<file path="src/rtl/agc_serial_pkg.sv">
// agc_serial_pkg: shared types and constants for the DSKY/AXI serial ingest path
package agc_serial_pkg;
   typedef enum logic [2:0] {IDLE, GET_ID, GET_HI, GET_LO, GET_CHK, COMMIT} ingest_state_t;
   localparam logic [2:0] REG_VERB = 3'd0;
   localparam logic [2:0] REG_NOUN = 3'd1;
   localparam logic [2:0] REG_G    = 3'd2;
   localparam logic [2:0] REG_RA   = 3'd3;
   localparam logic [2:0] REG_RB   = 3'd4;
   localparam logic [2:0] REG_ATX  = 3'd5;
   localparam logic [7:0] ACK_OK  = 8'h5A;
   localparam logic [7:0] ACK_NAK = 8'hEE;
   localparam int NUM_IO_IN_REGS = 6;
endpackage

</file>
<file path="src/rtl/ingest_timeout_ctr.sv">
// ingest_timeout_ctr: reloadable down-counter, expire is high while the count sits at zero
module ingest_timeout_ctr #(
   parameter int unsigned LOAD = 99999
) (
   input  logic clock,
   input  logic reset_n,
   input  logic clear,
   input  logic enable,
   output logic expire
);
   localparam int W = (LOAD > 1) ? $clog2(LOAD + 1) : 1;
   logic [W-1:0] cnt;
   // reload on clear, otherwise count down and park at zero
   always_ff @(posedge clock or negedge reset_n)
      if (!reset_n) cnt <= W'(LOAD);
      else if (clear) cnt <= W'(LOAD);
      else if (enable && cnt != '0) cnt <= cnt - 1'b1;
   assign expire = (cnt == '0);
endmodule

</file>
<file path="src/rtl/dsky_serial_ingest.sv">
// dsky_serial_ingest: parses SYNC/ID/HI/LO/CHK frames into six 15-bit input registers with ACK/NAK reply
module dsky_serial_ingest
   import agc_serial_pkg::*;
#(
   parameter logic [7:0]  SYNC_BYTE      = 8'hA5,
   parameter int unsigned TIMEOUT_CYCLES = 100000,
   parameter bit          ACK_EN         = 1'b1
) (
   input  logic        clock,
   input  logic        reset_n,
   input  logic [7:0]  rx_data,
   input  logic        rx_valid,
   output logic [7:0]  tx_data,
   output logic        tx_start,
   input  logic        tx_busy,
   output logic [14:0] verb_data,
   output logic [14:0] noun_data,
   output logic [14:0] axi_g_data,
   output logic [14:0] axi_ra_data,
   output logic [14:0] axi_rb_data,
   output logic [14:0] axi_atx_data,
   output logic        update_valid,
   output logic [2:0]  update_sel,
   output logic [7:0]  frame_err_count
);
   ingest_state_t state, state_nx;
   logic [2:0]  id_q;
   logic [6:0]  hi_q;
   logic [7:0]  lo_q;
   logic [14:0] regs [NUM_IO_IN_REGS];
   logic        frame_err, commit_wr, tmo_expire, tmo_en, tmo;
   logic        pending, start_q, queue;
   logic [7:0]  code;

   assign tmo_en = (state != IDLE) && (state != COMMIT);
   assign tmo    = tmo_expire && tmo_en && !rx_valid;

   ingest_timeout_ctr #(.LOAD(TIMEOUT_CYCLES - 1)) u_tmo (
      .clock   (clock),
      .reset_n (reset_n),
      .clear   (rx_valid || state == IDLE),
      .enable  (tmo_en),
      .expire  (tmo_expire)
   );

   // frame FSM state register
   always_ff @(posedge clock or negedge reset_n)
      if (!reset_n) state <= IDLE;
      else state <= state_nx;

   // next-state and error decode; a received byte always beats a same-cycle timeout
   always_comb begin
      state_nx  = state;
      frame_err = 1'b0;
      case (state)
         IDLE:    if (rx_valid && rx_data == SYNC_BYTE) state_nx = GET_ID;
         GET_ID:  if (rx_valid) {state_nx, frame_err} = (rx_data > 8'(NUM_IO_IN_REGS - 1)) ? {IDLE, 1'b1} : {GET_HI, 1'b0};
         GET_HI:  if (rx_valid) {state_nx, frame_err} = rx_data[7] ? {IDLE, 1'b1} : {GET_LO, 1'b0};
         GET_LO:  if (rx_valid) state_nx = GET_CHK;
         GET_CHK: if (rx_valid) {state_nx, frame_err} = (rx_data == ({5'd0, id_q} ^ {1'b0, hi_q} ^ lo_q)) ? {COMMIT, 1'b0} : {IDLE, 1'b1};
         default: state_nx = IDLE;
      endcase
      if (tmo) begin
         state_nx  = IDLE;
         frame_err = 1'b1;
      end
   end

   assign commit_wr    = (state == GET_CHK) && (state_nx == COMMIT);
   assign update_valid = (state == COMMIT);
   assign update_sel   = update_valid ? id_q : 3'd0;

   // field capture and register bank; the write lands on the CHK edge so the value is visible in COMMIT
   always_ff @(posedge clock or negedge reset_n)
      if (!reset_n) begin
         id_q <= '0;
         hi_q <= '0;
         lo_q <= '0;
         for (int i = 0; i < NUM_IO_IN_REGS; i++) regs[i] <= '0;
      end else begin
         if (state == GET_ID && rx_valid) id_q <= rx_data[2:0];
         if (state == GET_HI && rx_valid) hi_q <= rx_data[6:0];
         if (state == GET_LO && rx_valid) lo_q <= rx_data;
         if (commit_wr) regs[id_q] <= {hi_q, lo_q};
      end

   assign verb_data    = regs[REG_VERB];
   assign noun_data    = regs[REG_NOUN];
   assign axi_g_data   = regs[REG_G];
   assign axi_ra_data  = regs[REG_RA];
   assign axi_rb_data  = regs[REG_RB];
   assign axi_atx_data = regs[REG_ATX];

   // saturating rejected-frame counter
   always_ff @(posedge clock or negedge reset_n)
      if (!reset_n) frame_err_count <= '0;
      else if (frame_err && frame_err_count != 8'hFF) frame_err_count <= frame_err_count + 1'b1;

   assign queue    = ACK_EN && (frame_err || state == COMMIT);
   assign tx_start = pending && !tx_busy && !start_q;
   assign tx_data  = code;

   // single-slot reply: newest code overwrites, start_q forces a gap so uart_tx can raise busy
   always_ff @(posedge clock or negedge reset_n)
      if (!reset_n) begin
         pending <= 1'b0;
         start_q <= 1'b0;
         code    <= 8'h00;
      end else begin
         start_q <= tx_start;
         if (queue) begin
            pending <= 1'b1;
            code    <= frame_err ? ACK_NAK : ACK_OK;
         end else if (tx_start) pending <= 1'b0;
      end
endmodule

</file>
<file path="config.mk">
export PLATFORM = sky130hd
export DESIGN_NAME = dsky_serial_ingest
export DESIGN_NICKNAME = d
export VERILOG_FILES = /design/src/rtl/agc_serial_pkg.sv /design/src/rtl/ingest_timeout_ctr.sv /design/src/rtl/dsky_serial_ingest.sv
export SDC_FILE = /design/constraint.sdc
export NUM_CORES = 1
export LEC_CHECK = 0
export BUFFER_PORTS_ARGS = -buffer_cell sky130_fd_sc_hd__buf_2
export CAP_MARGIN = 20
export CORE_ASPECT_RATIO = 1.4
export CORE_MARGIN = 3
export CORE_UTILIZATION = 40
export CTS_CLUSTER_DIAMETER = 40
export DETAILED_ROUTE_END_ITERATION = 16
export GPL_TIMING_DRIVEN = 0
export SYNTH_ARGS = -nofsm -noshare
export SYNTH_HDL_FRONTEND = slang
export SYNTH_SLANG_ARGS = --single-unit
</file>
<file path="constraint.sdc">
create_clock -name clock -period 2.51 [get_ports clock]
set_input_delay 0.1255 -clock clock [delete_from_list [all_inputs] [get_ports clock]]
set_output_delay 0.1255 -clock clock [all_outputs]
set_load 0.1 [all_outputs]
</file>
==> impl_metrics.json <==
{
  "yosysWarnings": 0,
  "mostFrequentLayoutCell": "dfrtp_1",
  "drc": 0,
  "hold-worst-slack_ns": 0.03665,
  "syn_nets": 482,
  "crit_type": "register to output pin",
  "synth_area_um2": 6284,
  "io_pins": 123,
  "rsz0062_at_grt": "yes",
  "gp_congestion": 0.8487,
  "hold-path-cell-count": 3,
  "r2r-end": "axi_atx_data[8]",
  "clkTransAtPathRegs_ns": 0.06,
  "post-place-ws_ns": -0.4459,
  "slew_violations": 0,
  "synth_ff_type": "dfrtp_1",
  "powerDensity_nw_per_um2": 716.8,
  "r2r_slack_ns": 0.10,
  "antenna_found_initial": 0,
  "overflow": 0,
  "die_y_um": 154.3,
  "antenna_left": 0,
  "die-area_um2": 17270,
  "cpMaxStageDelayCell": "clkbuf_1",
  "ir_drop_mv": 1.007,
  "cts_tree": "done",
  "synthCells": 468,
  "hold_viol_final": 0,
  "synth-seq-area-share": 0.5635,
  "tightest_slew_ns": 0.7097,
  "hold_end": "id_q[1]",
  "syn_to_final_growth_pct": 30.05,
  "cts_buffers": 17,
  "cp_max_fo": 10,
  "synth_edf_count": 0,
  "final_util": 0.5381,
  "clock_latency_ns": 0.42,
  "vias": 4234,
  "start_kind": "register",
  "avgSynthCellArea_um2": 13.43,
  "layout_common_cells": "dfrtp_1 (119), buf_2 (118), mux2_2 (80), buf_4 (36), mux2_4 (30)",
  "yosysUniqueCellTypes": 56,
  "setup_ws_ns": 0.09329,
  "clockBufferDepth": 2,
  "required_ns": 2.38,
  "crit_chain": "clkbuf_1 -> nand2b_1 -> or2_2 -> inv_1 -> and2_2 -> clkbuf_4",
  "core_um2": 15190,
  "finalNetCount": 640,
  "initial_core_util": 0.4138,
  "total_power_mw": 5.857,
  "cellLeakagePower_nw": 4.299,
  "max_slew_margin": 0.5251,
  "worst_path_largest_cell_delay_ns": 0.39,
  "grt_max_degree": 103,
  "cts_sinks": 141,
  "max_cap_violations": 0,
  "rows": 53,
  "min_from": "rx_data[1]",
  "htree_levels": 4,
  "rr_worst_depth": 7,
  "min_period_ns": 2.417,
  "cts_root_buf": "clkbuf_16",
  "status": "finished, final reports clean",
  "viasPerCell": 5.095,
  "fin_skew_ns": 0.008857,
  "fin_crit_sh": 0.9628,
  "drtPass1Iterations": 4,
  "dr.first_iter.drc_count": 250,
  "groute.usage.overall": 0.1739,
  "synth_seq_cells": 141,
  "wl_per_cell_um": 17.64,
  "antennaDiodeCount": 0,
  "drt_wl_total_mm": 14.66,
  "cp_num_buf_inv": 3,
  "place.detailed.hpwl_mm": 10.05,
  "arrival_ns": 2.29,
  "drive_above_1_share": 0.5649,
  "synth-async-reset-ratio": 1.000,
  "max_freq_ghz": 0.4138,
  "cp-end-kind": "output pin",
  "setup_viol": 0,
  "critical_path.top_delay_family": "buffers and inverters",
  "hp-class": "input port to register",
  "rr_startpoint": "lo_q[5]",
  "die_w_um": 111.9,
  "grt_pass1_wl_mm": 23.51,
  "grt_pass1_vias": 4303,
  "io_buffers": 121
}
-- layer usage --
metal | wire length (um) | track usage | vias up
li1 | - | - | 1962
met1 | 6095 | 0.2152 | 2130
met2 | 7500 | 0.2893 | 122
met3 | 816 | 0.04971 | 20
met4 | 243 | 0.06435 | 0
met5 | 0 | 0 | -
-- where the power goes --
group	leakage, nW	internal (mW)	total [mW]	switching, mW
registers	1.89	2.36	2.46	0.107
clock network	0.290	1.59	2.58	0.983
logic	2.12	0.243	0.818	0.575
total	4.30	4.19	5.86	1.66
-- area by class of cell --
class	instances	area, um^2
buffer	19	145.1
clock buffer	19	442.9
clock inverter	13	162.7
fill	1306	7014
inverter	6	22.52
multi-input combinational	286	2695
sequential	141	3556
tap	192	240.2
timing repair buffer	155	907.1
-- registers in the layout, indices dropped and copies added, names as in the netlist --
name	count
frame_err_count	8
start_q	1
axi_g_data	15
id_q	3
tx_data	3
axi_atx_data	15
hi_q	7
state	3
u_tmo.cnt	17
noun_data	15
axi_ra_data	15
lo_q	8
axi_rb_data	15
verb_data	15
pending	1
-- through the flow --
stage / instance area (um^2) / instances / TNS (ns)
final: 8172 / 831 / 0
after detailed placement: 7171 / 782 / -31.55
after floorplan: 6291 / 468 / 0
after global placement: 7137 / 781 / -105.21
after CTS: 7980 / 818 / 0
after global routing: 8172 / 831 / -0.01121
-- worst min-delay path, delay by kind of cell --
family,cells,cell delay (ns)
AND/OR/NAND/NOR,1,0.06
buffers and inverters,1,0.16
AO/OA/AOI/OAI,1,0.06
-- cell usage after synthesis, drive strengths merged, types with 2 or more instances --
| library cell | count | share of area |
|---|---|---|
| buf | 20 | 0.020 |
| and2 | 4 | 0.0040 |
| nor2 | 14 | 0.0084 |
| nand4b | 3 | 0.0062 |
| mux2 | 110 | 0.22 |
| dfrtp | 131 | 0.52 |
| o21ai | 13 | 0.010 |
| nor4 | 6 | 0.0094 |
| dfstp | 10 | 0.042 |
| clkbuf | 15 | 0.0092 |
| nand3b | 2 | 0.0024 |
| xor2 | 5 | 0.0070 |
| ha | 2 | 0.0040 |
| or2 | 4 | 0.0040 |
| a211oi | 2 | 0.0024 |
| or4 | 4 | 0.0048 |
| nand4 | 2 | 0.0030 |
| or3 | 6 | 0.0060 |
| nor3 | 10 | 0.0088 |
| nand3 | 9 | 0.0072 |
| nor3b | 4 | 0.0048 |
| o21a | 2 | 0.0024 |
| and3 | 5 | 0.0050 |
| nor4b | 2 | 0.0038 |
| nand2b | 4 | 0.0040 |
| a21oi | 8 | 0.0070 |
| nand2 | 21 | 0.013 |
| inv | 6 | 0.0036 |
| o2111ai | 2 | 0.0028 |
| xnor2 | 24 | 0.033 |
| o211ai | 7 | 0.0084 |
-- worst max path at each step --
stage	start	to	cells past startpoint
5_1_grt	state[2]	update_sel[0]	6
2_1_floorplan	lo_q[5]	axi_atx_data[10]	8
4_1_cts	hi_q[5]	noun_data[11]	8
6_report	state[2]	update_sel[0]	6
3_5_place_dp	hi_q[5]	axi_g_data[13]	9
3_3_place_gp	reset_n	axi_atx_data[9]	1
-- logic make-up after synthesis --
logic type | share of synthesized area
and+or+nand+nor | 0.1014
adders and majority gates | 0.003982
buffers and inverters | 0.03305
xor gates and xnor gates | 0.04401
muxes | 0.2151
AOI/OAI and AO/OA | 0.03843
DFF | 0.5635
other | 0.0005968
-- repair_timing --
item	in CTS	in global routing
endpoints found under the hold margin	48	0
endpoints found under the setup margin	112	87
hold buffers	6	0
resized for setup	33	25
pin swaps	6	8
buffers inserted	9	18
Power figures use the tool's default switching activity.
